$ cat src/rtl/power_mode_sequencer.sv
// power_mode_sequencer: accepts a one-hot power mode and ramps the power level toward its target
module power_mode_sequencer #(
    parameter int STEP_CYCLES  = 4,
    parameter int TRAINING_LVL = 2,
    parameter int DUELING_LVL  = 5,
    parameter int BULKHEAD_LVL = 7
) (
    input  logic       clk,
    input  logic       rst,
    input  logic [2:0] mode_in,
    input  logic       mode_valid,
    output logic       mode_ready,
    output logic [2:0] level,
    output logic [2:0] mode_active,
    output logic       ramping,
    output logic       err
);
    typedef enum logic {IDLE, RAMP} state_t;
    state_t     state;
    logic [2:0] target;
    logic [2:0] pending_mode;
    logic [7:0] cnt;
    logic [2:0] tgt;
    logic       onehot;
    logic [2:0] nxt;
    assign mode_ready = (state == IDLE);
    assign ramping    = (state == RAMP);
    // Decode the requested target level and the next one-step level move
    always_comb begin
        onehot = (mode_in == 3'b001) || (mode_in == 3'b010) || (mode_in == 3'b100);
        tgt    = (mode_in == 3'b001) ? 3'(TRAINING_LVL) :
                 (mode_in == 3'b010) ? 3'(DUELING_LVL) : 3'(BULKHEAD_LVL);
        nxt    = (level < target) ? level + 3'd1 : level - 3'd1;
    end
    // Handshake, validation and stepped ramp; level never equals target while in RAMP
    always_ff @(posedge clk) begin
        if (rst) begin
            state        <= IDLE;
            level        <= 3'd0;
            mode_active  <= 3'b000;
            err          <= 1'b0;
            cnt          <= 8'd0;
            target       <= 3'd0;
            pending_mode <= 3'b000;
        end else begin
            err <= 1'b0;
            if (state == IDLE) begin
                if (mode_valid) begin
                    if (!onehot) begin
                        err <= 1'b1;
                    end else if (tgt == level) begin
                        mode_active <= mode_in;
                    end else begin
                        mode_active  <= 3'b000;
                        pending_mode <= mode_in;
                        target       <= tgt;
                        cnt          <= 8'd0;
                        state        <= RAMP;
                    end
                end
            end else if (cnt == 8'(STEP_CYCLES - 1)) begin
                cnt   <= 8'd0;
                level <= nxt;
                if (nxt == target) begin
                    mode_active <= pending_mode;
                    state       <= IDLE;
                end
            end else begin
                cnt <= cnt + 8'd1;
            end
        end
    end
endmodule

$ cat config.mk
export PLATFORM = sky130hd
export DESIGN_NAME = power_mode_sequencer
export DESIGN_NICKNAME = d
export VERILOG_FILES = /design/src/rtl/power_mode_sequencer.sv
export SDC_FILE = /design/constraint.sdc
export NUM_CORES = 1
export LEC_CHECK = 0
export CORE_MARGIN = 2
export CORE_UTILIZATION = 50
export CTS_CLUSTER_SIZE = 14
export DETAILED_ROUTE_END_ITERATION = 8
export GPL_TIMING_DRIVEN = 0
export HOLD_SLACK_MARGIN = 0.08
export PLACE_DENSITY = 0.71
export RECOVER_POWER = 100
export SLEW_MARGIN = 20
export SYNTH_ARGS = -nofsm -noshare
export SYNTH_HDL_FRONTEND = slang
export SYNTH_SLANG_ARGS = --single-unit
$ cat constraint.sdc
create_clock -name clk -period 3.1 [get_ports clk]
set_input_delay 0.93 -clock clk [delete_from_list [all_inputs] [get_ports clk]]
set_output_delay 0.93 -clock clk [all_outputs]
set_load 0.01 [all_outputs]
==> impl_metrics.csv, run 1 <==
group,metric,value,unit
final_layout,areaGrowthSynthToFinish,13.7,%
drt,drt-pass1-iter-count,4,
synth,ys_types,44,
global_routing,grt_pass1_vias,988,
setup_path,crit_fanout,10,
cts,cts_max_path_buffers,2,
drt,viasPerCell,5.84,
drt,routedWlPerCell,14.0,um
pwr,p_leak,0.563,nW
final_layout,diodes,0,
die,coreArea,2430,um^2
cts,htreeDepth,1,
sta,period_needed,2.80,ns
cts,cts_resized,0,
final_layout,drive_above_1_share,8.75,%
pwr,p_switching,152,uW
sta,grt_setup_unrepaired,"no",
sta,setup_viol,0,
final_layout,finalNetCount,172,
die,die_area,2930,um^2
sta,hold_viol,0,
setup_path,cp-start-kind,"primary input",
hold_path,min_path_cells,1,
drt,num_vias,1110,
final_layout,n_fill_cell,251,
global_routing,track_usage,21.0,%
synth,synth-edff-count,0,
cts,ctsHoldBuffers,0,
die,start_util,51.6,%
cts,numClockSinks,21,
setup_path,worst_setup_path_end_kind,"register",
synth,yosysWarnings,0,
setup_path,critical_path_class,"in -> reg",
setup_path,cp.arrival,3.02,ns
synth,ys_ff_latch,21,
placement,dpl.hpwl,1.98,mm
placement,place.gp.congestion,0.771,
setup_path,reg2regPathDepth,10,
pwr,p_int,370,uW
die,die_y,54.1,um
final_layout,mostFrequentLayoutCells,"dfxtp_1 (21), nor2_1 (18), a21oi_1 (9), dlygate4sd3_1 (9), nand2_1 (8)",
sta,worst_clock_skew,0.00121,ns
placement,placed_cell_area,1410,um^2
pwr,swShare,29.1,%
sta,setup-tns-final,0,ns
final_layout,design_area,1430,um^2
synth,synth_area_per_cell,8.71,um^2
pwr,ir_drop,339,uV
cts,clkLatencyLatePin,0.30,ns
cts,cts_made_buffers,3,
synth,synth.cell_area,1250,um^2
setup_path,rrSetupSlack,0.43,ns
drt,drt_iter0_markers,19,
die,die_w,54.1,um
synth,yosysTopAreaCell,"dfxtp_1",
global_routing,grt_max_degree,13,
cts,cts_tree,"done",
cts,clockRootBuffer,"clkbuf_4",
synth,synth_cells,144,
hold_path,hold_class,"reg -> reg",
synth,synth_area_leaders,"dfxtp_1 (33%), nor2_1 (5.4%), a311oi_1 (4.2%)",
sta,finalMaxSlewViolations,0,
placement,place_inst,186,
global_routing,grt_pass1_wl,4.46,mm
placement,place.port_buffers,12,
cts,path_clk_slew,0.12,ns
flow_run,maxCapViolCount,0,
sta,fin_crit_sh,90.2,%
sta,worstMarginPinSlew,0.522,ns
sta,max_freq,357,MHz
pwr,pwr-share-clk,25.6,%
setup_path,required,3.32,ns
drt,ant_nets,0,
synth,async_flop_share,0,%
pwr,power.total,522,uW
pwr,p_seq_share,54.8,%
status,status,"complete, no violations",
sta,slew_headroom,65.2,%
synth,synth_top_area_share,33.5,%
cts,cts_setup_buffers,0,
die,io_pins,15,
pwr,p_comb_share,19.5,%
drt,routed_wirelength,2.65,mm
synth,ys.flop_type,"dfxtp_1",
drt,route.detailed.drc,0,
synth,synth_nets,155,
global_routing,overflow,0,
global_routing,antenna_found_initial,0,
final_layout,finalNonFillerCells,190,
synth,seq_area_frac_synth,33.5,%
final_layout,final_common_cell,"dfxtp_1",
die,rows,18,
pwr,pwr_density_cell,366,nW/um^2
## layer usage
metal | GRT usage [%] | routed length [um] | vias to the layer above
met3 | 3.33 | 103 | 0
met4 | 5.00 | 0 | 0
met5 | 0 | 0 | -
met2 | 32.7 | 1210 | 24
met1 | 30.2 | 1340 | 522
li1 | - | - | 564
## cell families after synthesis
| logic type | count (synthesis) | synth area share [%] |
|---|---|---|
| buf+inv | 15 | 5.08 |
| mux | 4 | 3.39 |
| flops | 21 | 33.5 |
| fa+ha+maj | 5 | 5.58 |
| xor+xnor | 6 | 5.28 |
| simple gates | 53 | 24.0 |
| compound gates | 40 | 23.1 |
## state kept, by name (all words and copies together) (netlist names)
signal,cells
mode_active,3
target,2
level,3
ramping,1
pending_mode,3
cnt,8
err,1
## cells in the mapped netlist, types with 3 or more instances
cell and count:
dfxtp_1 21, nor2_1 18, a21oi_1 8, nand2_1 8, clkbuf_1 7, a311oi_1 6, inv_1 6, o21ai_0 6
a211oi_1 4, ha_1 4, nand3_1 4, or3_1 4, a211oi_2 3, a31oi_1 3, and3_1 3, nand2b_1 3
xor2_1 3
## cell type report
cell class,instances,area [um^2],share of cell area [%]
inverter,7,26.3,1.84
sequential,21,420,29.5
tap,30,37.5,2.63
clock inverter,1,5.00,0.351
buffer,8,37.5,2.63
clock buffer,3,22.5,1.58
multi-input combinational,108,757,53.1
timing repair buffer,12,120,8.42
## power by group through the flow
stage               Sequential, mW  Clock (mW)  Combinational (mW)
floorplan                    0.294           0              0.0706
global placement             0.293           0               0.102
detailed placement           0.293           0               0.104
CTS                          0.287       0.140               0.105
global route                 0.288       0.151               0.112
finish                       0.286       0.134               0.102
## critical path, stage by stage
cell and delay, ns:
dlygate4sd3_1 0.56, clkbuf_1 0.33, nand4b_1 0.15, and4_1 0.20, nand4_1 0.31, nand2_1 0.24, a311oi_1 0.31
## worst paths after layout
kind | startpoint | to
setup / recovery | mode_in[1] | cnt[7]$_SDFFE_PP0P_
hold / removal | cnt[7]$_SDFFE_PP0P_ | cnt[7]$_SDFFE_PP0P_
setup reg to reg | level[0]$_SDFFE_PP0P_ | mode_active[1]$_SDFFE_PP0P_
hold reg to reg | cnt[7]$_SDFFE_PP0P_ | cnt[7]$_SDFFE_PP0P_
## per-stage QoR
step / setup WS, ns / util, % / hold WS [ns]
after global routing: 0.131 / 58.6 / 0.525
after CTS: 0.430 / 59.2 / 0.495
after floorplan: 0.587 / - / 0.444
after detailed placement: 0.236 / 58.1 / 0.475
final: 0.302 / 58.6 / 0.497
after global placement: 0.282 / 58.1 / 0.457
Power figures use the tool's default switching activity.
==> run 2, diff against run 1 <==
==> constraint.sdc (replaced) <==
create_clock -name clk -period 3.6 [get_ports clk]
set_input_delay 1.08 -clock clk [delete_from_list [all_inputs] [get_ports clk]]
set_output_delay 1.08 -clock clk [all_outputs]
set_load 0.01 [all_outputs]
==> run 2 against run 1 <==
  * Count of clock-buffer cells in the layout is the same
  * Clock skew is essentially flat
  * Die area is the same
  * Clock power shrank 13%
  * Flip-flop and latch count is the same
  * Combinational power shrank 15%
  * First-iteration DRC count shrank 5.3%
  * Global-route usage is the same
  * Highest routed layer is now met4
==> impl_metrics.csv, run 2 (synthesis gave the netlist of run 1 again) <==
group,metric,value,unit
status,status,"complete, no violations",
die,rows,18,
pwr,power.total,449,uW
cts,cts_max_path_buffers,2,
final_layout,areaGrowthSynthToFinish,12.4,%
global_routing,grt_max_degree,13,
final_layout,final_common_cell,"dfxtp_1",
sta,worstMarginPinSlew,0.521,ns
cts,clockRootBuffer,"clkbuf_4",
pwr,p_comb_share,19.3,%
placement,dpl.hpwl,1.98,mm
setup_path,worst_setup_path_end_kind,"register",
cts,ctsHoldBuffers,0,
setup_path,cpPeakStageDelay,0.56,ns
cts,numClockSinks,21,
final_layout,finalNonFillerCells,190,
placement,place.port_buffers,12,
sta,layout_setup_ws,0.661,ns
sta,finalMaxSlewViolations,0,
final_layout,finalNetCount,172,
drt,drt_iter0_markers,18,
sta,setup-tns-final,0,ns
drt,num_vias,1118,
cts,htreeDepth,1,
pwr,p_switching,130,uW
drt,routed_wirelength,2.66,mm
sta,setup_viol,0,
global_routing,grt_pass1_wl,4.46,mm
drt,routedWlPerCell,14.0,um
pwr,p_leak,0.534,nW
pwr,p_seq_share,55.0,%
global_routing,busiest_layer,"met2",
setup_path,critical_path_class,"in -> reg",
final_layout,mostFrequentLayoutCells,"dfxtp_1 (21), nor2_1 (19), a21oi_1 (9), dlygate4sd3_1 (9), nand2_1 (8)",
die,io_pins,15,
die,start_util,51.6,%
cts,cts_made_buffers,3,
pwr,ir_drop,293,uV
global_routing,grtUsageMet3,3.33,%
die,coreArea,2430,um^2
placement,pre_cts_slack,0.586,ns
hold_path,hold_class,"reg -> reg",
final_layout,largest_reg_flops,8,
cts,cts_resized,0,
sta,slew_headroom,65.3,%
cts,cts_tree,"done",
flow_run,maxCapViolCount,0,
pwr,pwr_density_cell,318,nW/um^2
cts,clkLatencyLatePin,0.30,ns
setup_path,crit_slowest_cell,"dlygate4sd3_1",
global_routing,grt_pass1_vias,988,
placement,place_inst,186,
final_layout,diodes,0,
global_routing,track_usage,21.0,%
die,die_w,54.1,um
final_layout,max_flop_register,"cnt",
cts,cts_setup_buffers,0,
sta,hold_viol,0,
drt,ant_nets,0,
setup_path,crit_fanout,10,
drt,viasPerCell,5.88,
sta,grt_setup_unrepaired,"no",
global_routing,overflow,0,
die,die_y,54.1,um
global_routing,met2_usage,32.7,%
setup_path,path_cells,"dlygate4sd3_1 > clkbuf_1 > nand4b_1 > and4_1 > nand4_1 > nand2_1 > a311oi_1",
sta,max_freq,340,MHz
sta,period_needed,2.94,ns
sta,hold_ws,0.497,ns
cts,path_clk_slew,0.12,ns
drt,route.detailed.drc,0,
setup_path,cp.arrival,3.16,ns
sta,fin_crit_sh,81.6,%
placement,place.gp.congestion,0.771,
sta,worst_clock_skew,0.00116,ns
drt,drt-pass1-iter-count,4,
pwr,pwr-share-clk,25.7,%
final_layout,drive_above_1_share,8.13,%
setup_path,required,3.82,ns
pwr,p_int,319,uW
pwr,swShare,29.0,%
die,die_area,2930,um^2
setup_path,cp-start-kind,"primary input",
global_routing,antenna_found_initial,0,
global_routing,grtUsageMet1,30.2,%
-- run 2: layout make-up --
type / instances / area [um^2]
buffer: 8 / 37.5
clock buffer: 3 / 22.5
clock inverter: 1 / 5.00
fill: 251 / 1020
inverter: 7 / 26.3
multi-input combinational: 108 / 741
sequential: 21 / 420
tap: 30 / 37.5
timing repair buffer: 12 / 120
-- run 2: power by group through the flow --
stage                     Sequential [mW]  Combinational (mW)  Clock (mW)
after detailed placement            0.253              0.0895           0
after global routing                0.248              0.0956       0.130
final                               0.247              0.0867       0.116
after CTS                           0.247              0.0904       0.121
after floorplan                     0.253              0.0608           0
after global placement              0.252              0.0877           0
-- run 2: worst max-delay path: cells and delay by family --
family / cells / cell delay, ns
compound gates: 1 / 0.31
buf+inv: 2 / 0.89
simple gates: 4 / 0.89
-- run 2: path summary, 6_finish.rpt --
path	startpoint	endpoint	slack, ns	depth (start not counted)
max reg2reg	level[0]$_SDFFE_PP0P_	mode_active[1]$_SDFFE_PP0P_	0.78	10
min	cnt[7]$_SDFFE_PP0P_	cnt[7]$_SDFFE_PP0P_	0.50	1
max	mode_in[1]	cnt[7]$_SDFFE_PP0P_	0.66	7
min reg2reg	cnt[7]$_SDFFE_PP0P_	cnt[7]$_SDFFE_PP0P_	0.50	1
-- run 2: layer usage --
layer / vias to the layer above / routed length (um)
met5: - / 0
met3: 2 / 85
li1: 564 / -
met2: 20 / 1200
met4: 0 / 17
met1: 532 / 1350
-- run 2: metrics by stage --
step	util (%)	cell area, um^2
CTS	59.2	1440
floorplan	-	1250
global placement	58.1	1410
finish	58.0	1410
detailed placement	58.1	1410
global route	58.0	1410
